File: src/rtl/fb_pkg.sv
// Shared types and constants for the framebuffer write-port arbiter.
package fb_pkg;

    // Top-level sequencing: power-up idle, full-screen clear, normal pixel traffic.
    typedef enum logic [1:0] {
        IDLE  = 2'd0,
        CLEAR = 2'd1,
        RUN   = 2'd2
    } fb_state_e;

    // Identity of the requester that last owned the write port.
    typedef enum logic {
        GRANT_A = 1'b0,
        GRANT_B = 1'b1
    } grant_e;

    localparam int FB_H_RES  = 640;
    localparam int FB_V_RES  = 480;
    localparam int FB_ADDR_W = 20;
    localparam int FB_DATA_W = 8;

    // Number of addressable pixels for a given screen geometry.
    function automatic int fb_pixels(input int h_res, input int v_res);
        return h_res * v_res;
    endfunction

    localparam int FB_PIXELS = fb_pixels(FB_H_RES, FB_V_RES);

endpackage

File: src/rtl/rr_arbiter2.sv
// Two-way round-robin arbiter with an enable; grant is one-hot {B, A}.
module rr_arbiter2
    import fb_pkg::*;
(
    input  logic       clk_i,
    input  logic       rst_i,
    input  logic       en_i,
    input  logic       req_a_i,
    input  logic       req_b_i,
    output logic [1:0] grant_o
);

    grant_e last_grant_q;

    // Grant the lone requester, or the one not served last when both ask.
    always_comb begin
        grant_o = 2'b00;
        if (en_i) begin
            if (req_a_i && req_b_i) begin
                grant_o = (last_grant_q == GRANT_B) ? 2'b01 : 2'b10;
            end else if (req_a_i) begin
                grant_o = 2'b01;
            end else if (req_b_i) begin
                grant_o = 2'b10;
            end
        end
    end

    // Remember who was served so a contended cycle alternates.
    always_ff @(posedge clk_i or posedge rst_i) begin
        if (rst_i) begin
            last_grant_q <= GRANT_B;
        end else if (grant_o[0]) begin
            last_grant_q <= GRANT_A;
        end else if (grant_o[1]) begin
            last_grant_q <= GRANT_B;
        end
    end

endmodule

File: src/rtl/fb_write_arbiter.sv
// Owner of the framebuffer RAM write port: full-screen clear sequencing
// plus round-robin sharing between the cursor brush (A) and a drawer (B).
module fb_write_arbiter
    import fb_pkg::*;
#(
    parameter int H_RES  = FB_H_RES,
    parameter int V_RES  = FB_V_RES,
    parameter int ADDR_W = FB_ADDR_W,
    parameter int DATA_W = FB_DATA_W
) (
    input  logic              CLOCK_50,
    input  logic              reset,
    input  logic              clear_req,
    input  logic [DATA_W-1:0] clear_color,
    input  logic              a_valid,
    input  logic [ADDR_W-1:0] a_addr,
    input  logic [DATA_W-1:0] a_data,
    output logic              a_ready,
    input  logic              b_valid,
    input  logic [ADDR_W-1:0] b_addr,
    input  logic [DATA_W-1:0] b_data,
    output logic              b_ready,
    output logic              we,
    output logic [ADDR_W-1:0] write_addr,
    output logic [DATA_W-1:0] data_in,
    output logic              busy_clearing,
    output logic              initialized,
    output logic              drop
);

    localparam int                PIXELS    = fb_pixels(H_RES, V_RES);
    localparam logic [ADDR_W:0]   PIXELS_W  = (ADDR_W + 1)'(PIXELS);
    localparam logic [ADDR_W-1:0] LAST_ADDR = ADDR_W'(PIXELS - 1);

    fb_state_e         state_q;
    logic [ADDR_W-1:0] cnt_q;
    logic [DATA_W-1:0] color_q;
    logic              we_q;
    logic [ADDR_W-1:0] addr_q;
    logic [DATA_W-1:0] data_q;
    logic              busy_q;
    logic              init_q;
    logic              drop_q;

    logic              arb_en_d;
    logic [1:0]        grant_d;
    logic              start_clear_d;
    logic              hs_d;
    logic [ADDR_W-1:0] sel_addr_d;
    logic [DATA_W-1:0] sel_data_d;
    logic              in_range_d;

    // A clear request pre-empts the requesters in the same cycle.
    rr_arbiter2 u_arb (
        .clk_i   (CLOCK_50),
        .rst_i   (reset),
        .en_i    (arb_en_d),
        .req_a_i (a_valid),
        .req_b_i (b_valid),
        .grant_o (grant_d)
    );

    // Handshake decode and range check for the granted requester.
    always_comb begin
        arb_en_d      = (state_q == RUN) && !clear_req;
        start_clear_d = (state_q == IDLE) || clear_req;
        hs_d          = |grant_d;
        sel_addr_d    = grant_d[1] ? b_addr : a_addr;
        sel_data_d    = grant_d[1] ? b_data : a_data;
        in_range_d    = ({1'b0, sel_addr_d} < PIXELS_W);
    end

    // Main sequencer; every RAM-facing output is registered here.
    always_ff @(posedge CLOCK_50 or posedge reset) begin
        if (reset) begin
            state_q <= IDLE;
            cnt_q   <= '0;
            color_q <= '0;
            we_q    <= 1'b0;
            addr_q  <= '0;
            data_q  <= '0;
            busy_q  <= 1'b0;
            init_q  <= 1'b0;
            drop_q  <= 1'b0;
        end else begin
            drop_q <= 1'b0;
            if (start_clear_d) begin
                // Start (or restart) the sweep: pixel 0 is written next cycle.
                state_q <= CLEAR;
                cnt_q   <= '0;
                color_q <= clear_color;
                we_q    <= 1'b1;
                addr_q  <= '0;
                data_q  <= clear_color;
                busy_q  <= 1'b1;
                init_q  <= 1'b0;
            end else begin
                case (state_q)
                    CLEAR: begin
                        if (cnt_q == LAST_ADDR) begin
                            state_q <= RUN;
                            we_q    <= 1'b0;
                            busy_q  <= 1'b0;
                            init_q  <= 1'b1;
                        end else begin
                            cnt_q  <= cnt_q + 1'b1;
                            we_q   <= 1'b1;
                            addr_q <= cnt_q + 1'b1;
                            data_q <= color_q;
                        end
                    end
                    RUN: begin
                        if (hs_d) begin
                            // Out-of-range pixels are accepted but never reach the RAM.
                            we_q   <= in_range_d;
                            drop_q <= !in_range_d;
                            if (in_range_d) begin
                                addr_q <= sel_addr_d;
                                data_q <= sel_data_d;
                            end
                        end else begin
                            we_q <= 1'b0;
                        end
                    end
                    default: begin
                        state_q <= IDLE;
                    end
                endcase
            end
        end
    end

    assign a_ready       = grant_d[0];
    assign b_ready       = grant_d[1];
    assign we            = we_q;
    assign write_addr    = addr_q;
    assign data_in       = data_q;
    assign busy_clearing = busy_q;
    assign initialized   = init_q;
    assign drop          = drop_q;

endmodule

File: config.mk
export PLATFORM = sky130hd
export DESIGN_NAME = fb_write_arbiter
export DESIGN_NICKNAME = d
export VERILOG_FILES = /design/src/rtl/fb_pkg.sv /design/src/rtl/rr_arbiter2.sv /design/src/rtl/fb_write_arbiter.sv
export SDC_FILE = /design/constraint.sdc
export NUM_CORES = 1
export LEC_CHECK = 0
export ABC_CLOCK_PERIOD_IN_PS = 2550
export BUFFER_PORTS_ARGS = -buffer_cell sky130_fd_sc_hd__buf_2
export CORE_ASPECT_RATIO = 0.7
export CORE_UTILIZATION = 48
export DETAILED_ROUTE_END_ITERATION = 10
export PLACE_DENSITY = 0.76
export SLEW_MARGIN = 20
export SYNTH_ARGS = -nofsm -noshare
export SYNTH_HDL_FRONTEND = slang
export SYNTH_HIERARCHICAL = 1
export SYNTH_SLANG_ARGS = --single-unit
File: constraint.sdc
create_clock -name CLOCK_50 -period 2.55 [get_ports CLOCK_50]
set_input_delay 0.1275 -clock CLOCK_50 [delete_from_list [all_inputs] [get_ports CLOCK_50]]
set_output_delay 0.1275 -clock CLOCK_50 [all_outputs]
set_load 0.005 [all_outputs]
; Yosys cells after proc, flatten, opt, wreduce, memory -nomap -nowiden
; Index checks and enable logic that the tools add are counted.
[op_classes]
add_sub_neg = 1
bitwise_logic = 0
reduce_logical = 15
n_lt_le_gt_ge = 1
mux = 37
n_mul = 0
n_eq_ne = 9
shifts = 0
n_div = 0
[ops]
columns = operator, n
row1 = two-way mux 20 bit, 7
row2 = two-way mux 8 bit, 5
row3 = case mux 20 bit (2 select lines), 1
row4 = adder 20 x 1 -> 20 bit (second input constant), 1
row5 = equality test 20 x 19 -> 1 bit (second input constant), 1
row6 = less-than comparator 20 x 19 -> 1 bit (second input constant), 1
row7 = case mux 8 bit (2 select lines), 1
row8 = two-way mux 1 bit, 14
row9 = two-way mux 2 bit, 7
row10 = != test 3 bit (second input constant), 4
row11 = AND reduction 2 bit, 3
row12 = nonzero test 2 bit, 3
row13 = != test 2 bit (second input constant), 2
row14 = case mux 2 bit (2 select lines), 1
row15 = AND reduction 4 bit, 1
row16 = nonzero test 3 bit, 1
row17 = equality test 2 x 1 -> 1 bit (second input constant), 1
row18 = equality test 2 bit (second input constant), 1
row19 = logical AND 1 bit, 2
row20 = logical NOT 1 bit, 2
row21 = logical NOT 2 bit, 1
row22 = case mux 1 bit (2 select lines), 1
row23 = OR reduction 2 bit, 1
row24 = logical OR 1 bit, 1
[word_totals]
output_inout_bits = 34
ff_bits = 63
memories = 0
rom_bits = 0
wordCells = 73
inputBits = 69
ramBits = 0
latch_bits = 0

; Logic depth before layout (Yosys ltp)
[depth]
word_depth = 10
mapped_depth = 12
mapped_depth_nobuf = 9

; Hierarchy
; Netlist, hierarchy kept.
[by_module_without_submodules]
columns = module, cells_per_inst, seq_area_each_um2, n_inst, area_each_um2
row1 = fb_write_arbiter, 390, 1551.5, 1, 3724.8
row2 = rr_arbiter2, 9, 26.3, 1, 66.3

; Worst setup path after synthesis
; OpenSTA, ideal clock, no wires.
[synth_path]
kind = reg-to-reg
start = reg state_q[0]
end = reg addr_q[6], in the netlist write_addr[6]
period_less_slack_ns = 2.884
slack_ns = -0.334
n_path_buf = 3
required_ns = 2.422
path_stages_with_launch = 12
arrival_ns = 2.757
setup_time_ns = 0.128
cell_sequence = dfrtp_1 -> nand2b_1 -> buf_2 -> nor2_2 -> nand2_1 -> a21oi_1 -> buf_2 -> mux2_2 -> o21ai_0 -> o22ai_4 -> buf_6 -> mux2_1
[synth_via]
elab_chain_cells = 8
word_cells_on_any_way = 18
cone_classes = 1 x order compare / 5 x eq/ne / 6 x mux / 6 x reduce/logical
[synth_lines]
columns = item, line_no
row1 = start: declaration, fb_write_arbiter.sv:35  ; fb_state_e state_q;
row2 = start signal: assignment, fb_write_arbiter.sv:76  ; state_q <= IDLE;
row3 = start signal: assignment, fb_write_arbiter.sv:89  ; state_q <= CLEAR;
row4 = start signal: assignment, fb_write_arbiter.sv:101  ; state_q <= RUN;
row5 = equality test 2 bit (*), fb_write_arbiter.sv:65  ; arb_en_d = (state_q == RUN) && !clear_req;
row6 = logical AND 1 bit (*), fb_write_arbiter.sv:65
row7 = named net arb_en_d, fb_write_arbiter.sv:45  ; logic arb_en_d;
row8 = two-way mux 2 bit (*), rr_arbiter2.sv:18  ; if (en_i) begin
row9 = named net b_ready, fb_write_arbiter.sv:22  ; output logic b_ready,
row10 = branches (longest 5 deep; another with less-than comparator 20 x 19 -> 1 bit), n/a
row11 = end signal: assignment, fb_write_arbiter.sv:108  ; addr_q <= cnt_q + 1'b1;
row12 = end signal: assignment, fb_write_arbiter.sv:118  ; addr_q <= sel_addr_d;
row13 = end: declaration, fb_write_arbiter.sv:39  ; logic [ADDR_W-1:0] addr_q;
; Mark *: on every way through the listed nets, which the timed path passes. The select of a mux whose other input is x is not followed.
; A chain may end at the register's enable or synchronous reset.

; Worst setup path in the final report
[layout_path]
start = reg state_q[0]
end = reg addr_q[6], in the netlist write_addr[6]
[layout_via]
elab_chain_cells = 8
word_cells_on_any_way = 18
cone_classes = 1 x order compare / 5 x eq/ne / 6 x mux / 6 x reduce/logical
[layout_lines]
columns = item, line_no
row1 = equality test 2 bit (*), fb_write_arbiter.sv:65
row2 = logical AND 1 bit (*), fb_write_arbiter.sv:65
row3 = named net arb_en_d, fb_write_arbiter.sv:45
row4 = two-way mux 2 bit (*), rr_arbiter2.sv:18
row5 = branches (longest 5 deep; another with less-than comparator 20 x 19 -> 1 bit), n/a
; Marks and branches as above.

==> results.md <==
* Outcome: finished, final reports clean
* Register area share after synthesis at 0.416
* Clk pwr share at 0.506
* Comb power frac at 0.091
* Antenna fix cells at 0
* Max-slew violations at 0
* Dpl cells at 591
* Post-route ant nets at 0
* Post-synthesis async set-or-reset flop share at 1.00
* Row count at 26
* Hold WC Path Type: in2reg
* R2R depth at 9
* Sw Pwr at 0.624 mW
* Sum Neg Setup Slack at 0 ns
* H-Tree Level Count at 3
* Worst reg2reg startpoint: state_q[0]$_DFFE_PP0P_
* Skew-Pair Late Insertion Delay at 0.33 ns
* Post-CTS setup repair buffer count at 0
* Core Region at 7480 sq um
* Cts bufs inserted at 9
* Synth warn at 6
* R2R Path End: write_addr[6]$_DFFE_PP0P_
* Die ar. at 8260 sq um
* Detail Placement HPWL at 7440 microns
* Design Power at 2.69 mW
* R2R Setup Slk at 0.12 ns
* I/O pins at 103
* Port Buffers at 102
* Hold_ws at 0.00533 ns
* Hold path depth at 3
* DR pass1 iterations at 9
* Initial Utilization at 0.507
* Int Power at 2.07 mW
* Clk slew on worst S/H paths at 0.06 ns
* Worst-Margin Slew at 0.800 ns
* Setup WS post-layout at 0.123 ns
* Commonest non-fill, non-tap cell in the layout: buf_2
* Die Y at 76.4 microns
* Final core utilization at 0.648
* Area delta synth->final at 27.8%
* Critical path data required time at 2.77 ns
* GPL Wtd Cong at 0.869
* Clock Path Buffers at 2
* Post-route cell area at 4850 sq um
* Net Sw Frac at 0.232
* Die X at 108 microns
* Initial antenna violation count at 0
* #FFs+latches synth at 63
* Final Hold Vio Count at 0
* Syn_nets at 469
* DRC at 0
* Share of cells above drive strength 1 at 0.361
* Largest net degree at the start of global routing at 63
* Worst Hold End: color_q[0]$_DFFE_PP0N_
* Fin crit share at 0.952
* Tot GR Track Use at 0.265
* Vias in the first global route at 3337
* Critical Path Start Type: register
* Max-cap viol count at 0
* Worst Hold Launch: clear_color[0]
* Type of element capturing the critical path: register
* Pwr Density at 556 nW/um^2
* Nets at 575
* Via count at 3561
* Tmin final at 2.43 ns
* Final setup fails at 0
* RSZ-0062 raised after global routing: no
* Peak fanout along the critical path at 24
* Largest area contributor in the netlist: dfrtp_1
* Final Non-Filler Cells at 608
* WL final at 10500 microns
* Skew final at 0.00631 ns
* Leakage at 2.28 nW
* Maximum clock rate at 412 MHz
* Avg Cell Area, Syn at 9.50 sq um
* CTS tree: done
* Syn Inst Count at 399
* Number of flops mapped to enable cells by yosys at 0
* First-pass GRT wire length at 16700 microns
* Worst rel slew slack at 0.467
* Clock net sink count at 63
* Pre-CTS WS at 0.173 ns
* GRT overflow at 0
* Synth Flop Type: dfrtp_1
* Maximum VDD drop at 0.000300 V
* CP arrival at 2.64 ns
* CTS Root Cell: clkbuf_16
* Most frequent cells in the layout: 102 x buf_2, 62 x dfrtp_1, 52 x nand2_1
* Vias per inst at 5.86
* Count of cell types in the netlist at 60
* Routed len/inst at 17.2 microns
* Sequential power share at 0.404
* Cell area after synthesis at 3790 sq um
* Area contributors post-synth: dfrtp_1 41%, mux2_2 7.4%, nand2_1 5.2%, mux2_1 3.6%, mux2i_1 3.4%
* CP Class: reg2reg
* Dpl cell area at 4490 sq um
* Initial detailed-routing violation count at 286
* Share of the synthesized area in the top cell type at 0.409
==> Yosys cell counts, types with 11 or more instances <==
master	instances
nor2_1	13
dfrtp_1	62
nand2_1	53
inv_1	13
a31oi_1	11
mux2_1	12
a21oi_1	25
a211oi_1	13
mux2i_1	13
o21ai_0	23
mux2_2	25
nand3_1	12
clkbuf_1	15
==> metal layers <==
metal,global-route usage,part of all wire
met2,0.408,0.46
met3,0.0727,0.085
met4,0.0589,0.0071
met1,0.369,0.45
met5,0,0
==> critical path: stages, from the launching register on <==
cell and delay [ns]:
dfrtp_1 0.38, nand2b_1 0.20, nor2_4 0.15, nand2_2 0.09, a21oi_4 0.23, buf_4 0.36, mux2_2 0.38, o21ai_0 0.17
a21oi_1 0.05, mux2_1 0.28
==> power groups by stage <==
stage	Combinational (mW)	Clock, mW	Sequential [mW]
5_1_grt	0.271	1.42	1.09
3_5_place_dp	0.242	0	1.10
2_1_floorplan	0.154	0	1.08
4_1_cts	0.245	1.38	1.09
3_3_place_gp	0.236	0	1.10
6_report	0.244	1.36	1.09
==> sequential cells by signal, summed over array words and instances (netlist names) <==
register and flops:
we 1, state_q 2, busy_clearing 1, cnt_q 20
data_in 8, drop 1, initialized 1, u_arb/last_grant_q 1
write_addr 20, color_q 8
==> timing repair <==
action                                  4_1_cts  5_1_grt
hold endpoints to repair                      1        0
hold buffers                                  1        0
endpoints found under the setup margin        0        1
gates resized for setup                       0        2
==> kinds of logic (layout without fill, tap and decap cells) <==
group,count (synthesis),in the layout,share of synthesized area
buf+inv,42,153,0.0485
compound gates,101,101,0.177
xor+xnor,13,13,0.0300
simple gates,129,129,0.181
mux,50,50,0.144
flops,63,63,0.416
fa+ha+maj,1,1,0.00330
==> cell type report <==
class | instances | area [sq um]
fillers | 635 | 2640
multi-input cells | 294 | 2080
flip-flops and latches | 63 | 1580
repair buffers | 123 | 683
clock buffers | 11 | 253
well taps | 98 | 123
clock inverters | 5 | 80.1
inverters | 14 | 52.6
==> worst max path at each step <==
stage | from | endpoint | cells after the start
after floorplan | state_q[0]$_DFFE_PP0P_ | write_addr[6]$_DFFE_PP0P_ | 12
after global placement | state_q[0]$_DFFE_PP0P_ | data_in[1]$_DFFE_PP0P_ | 8
after detailed placement | state_q[0]$_DFFE_PP0P_ | write_addr[6]$_DFFE_PP0P_ | 9
after CTS | cnt_q[0]$_DFFE_PP0P_ | write_addr[18]$_DFFE_PP0P_ | 6
after global routing | state_q[0]$_DFFE_PP0P_ | write_addr[6]$_DFFE_PP0P_ | 9
final | state_q[0]$_DFFE_PP0P_ | write_addr[6]$_DFFE_PP0P_ | 9
Note: power is estimated with default switching activity, not from simulation.
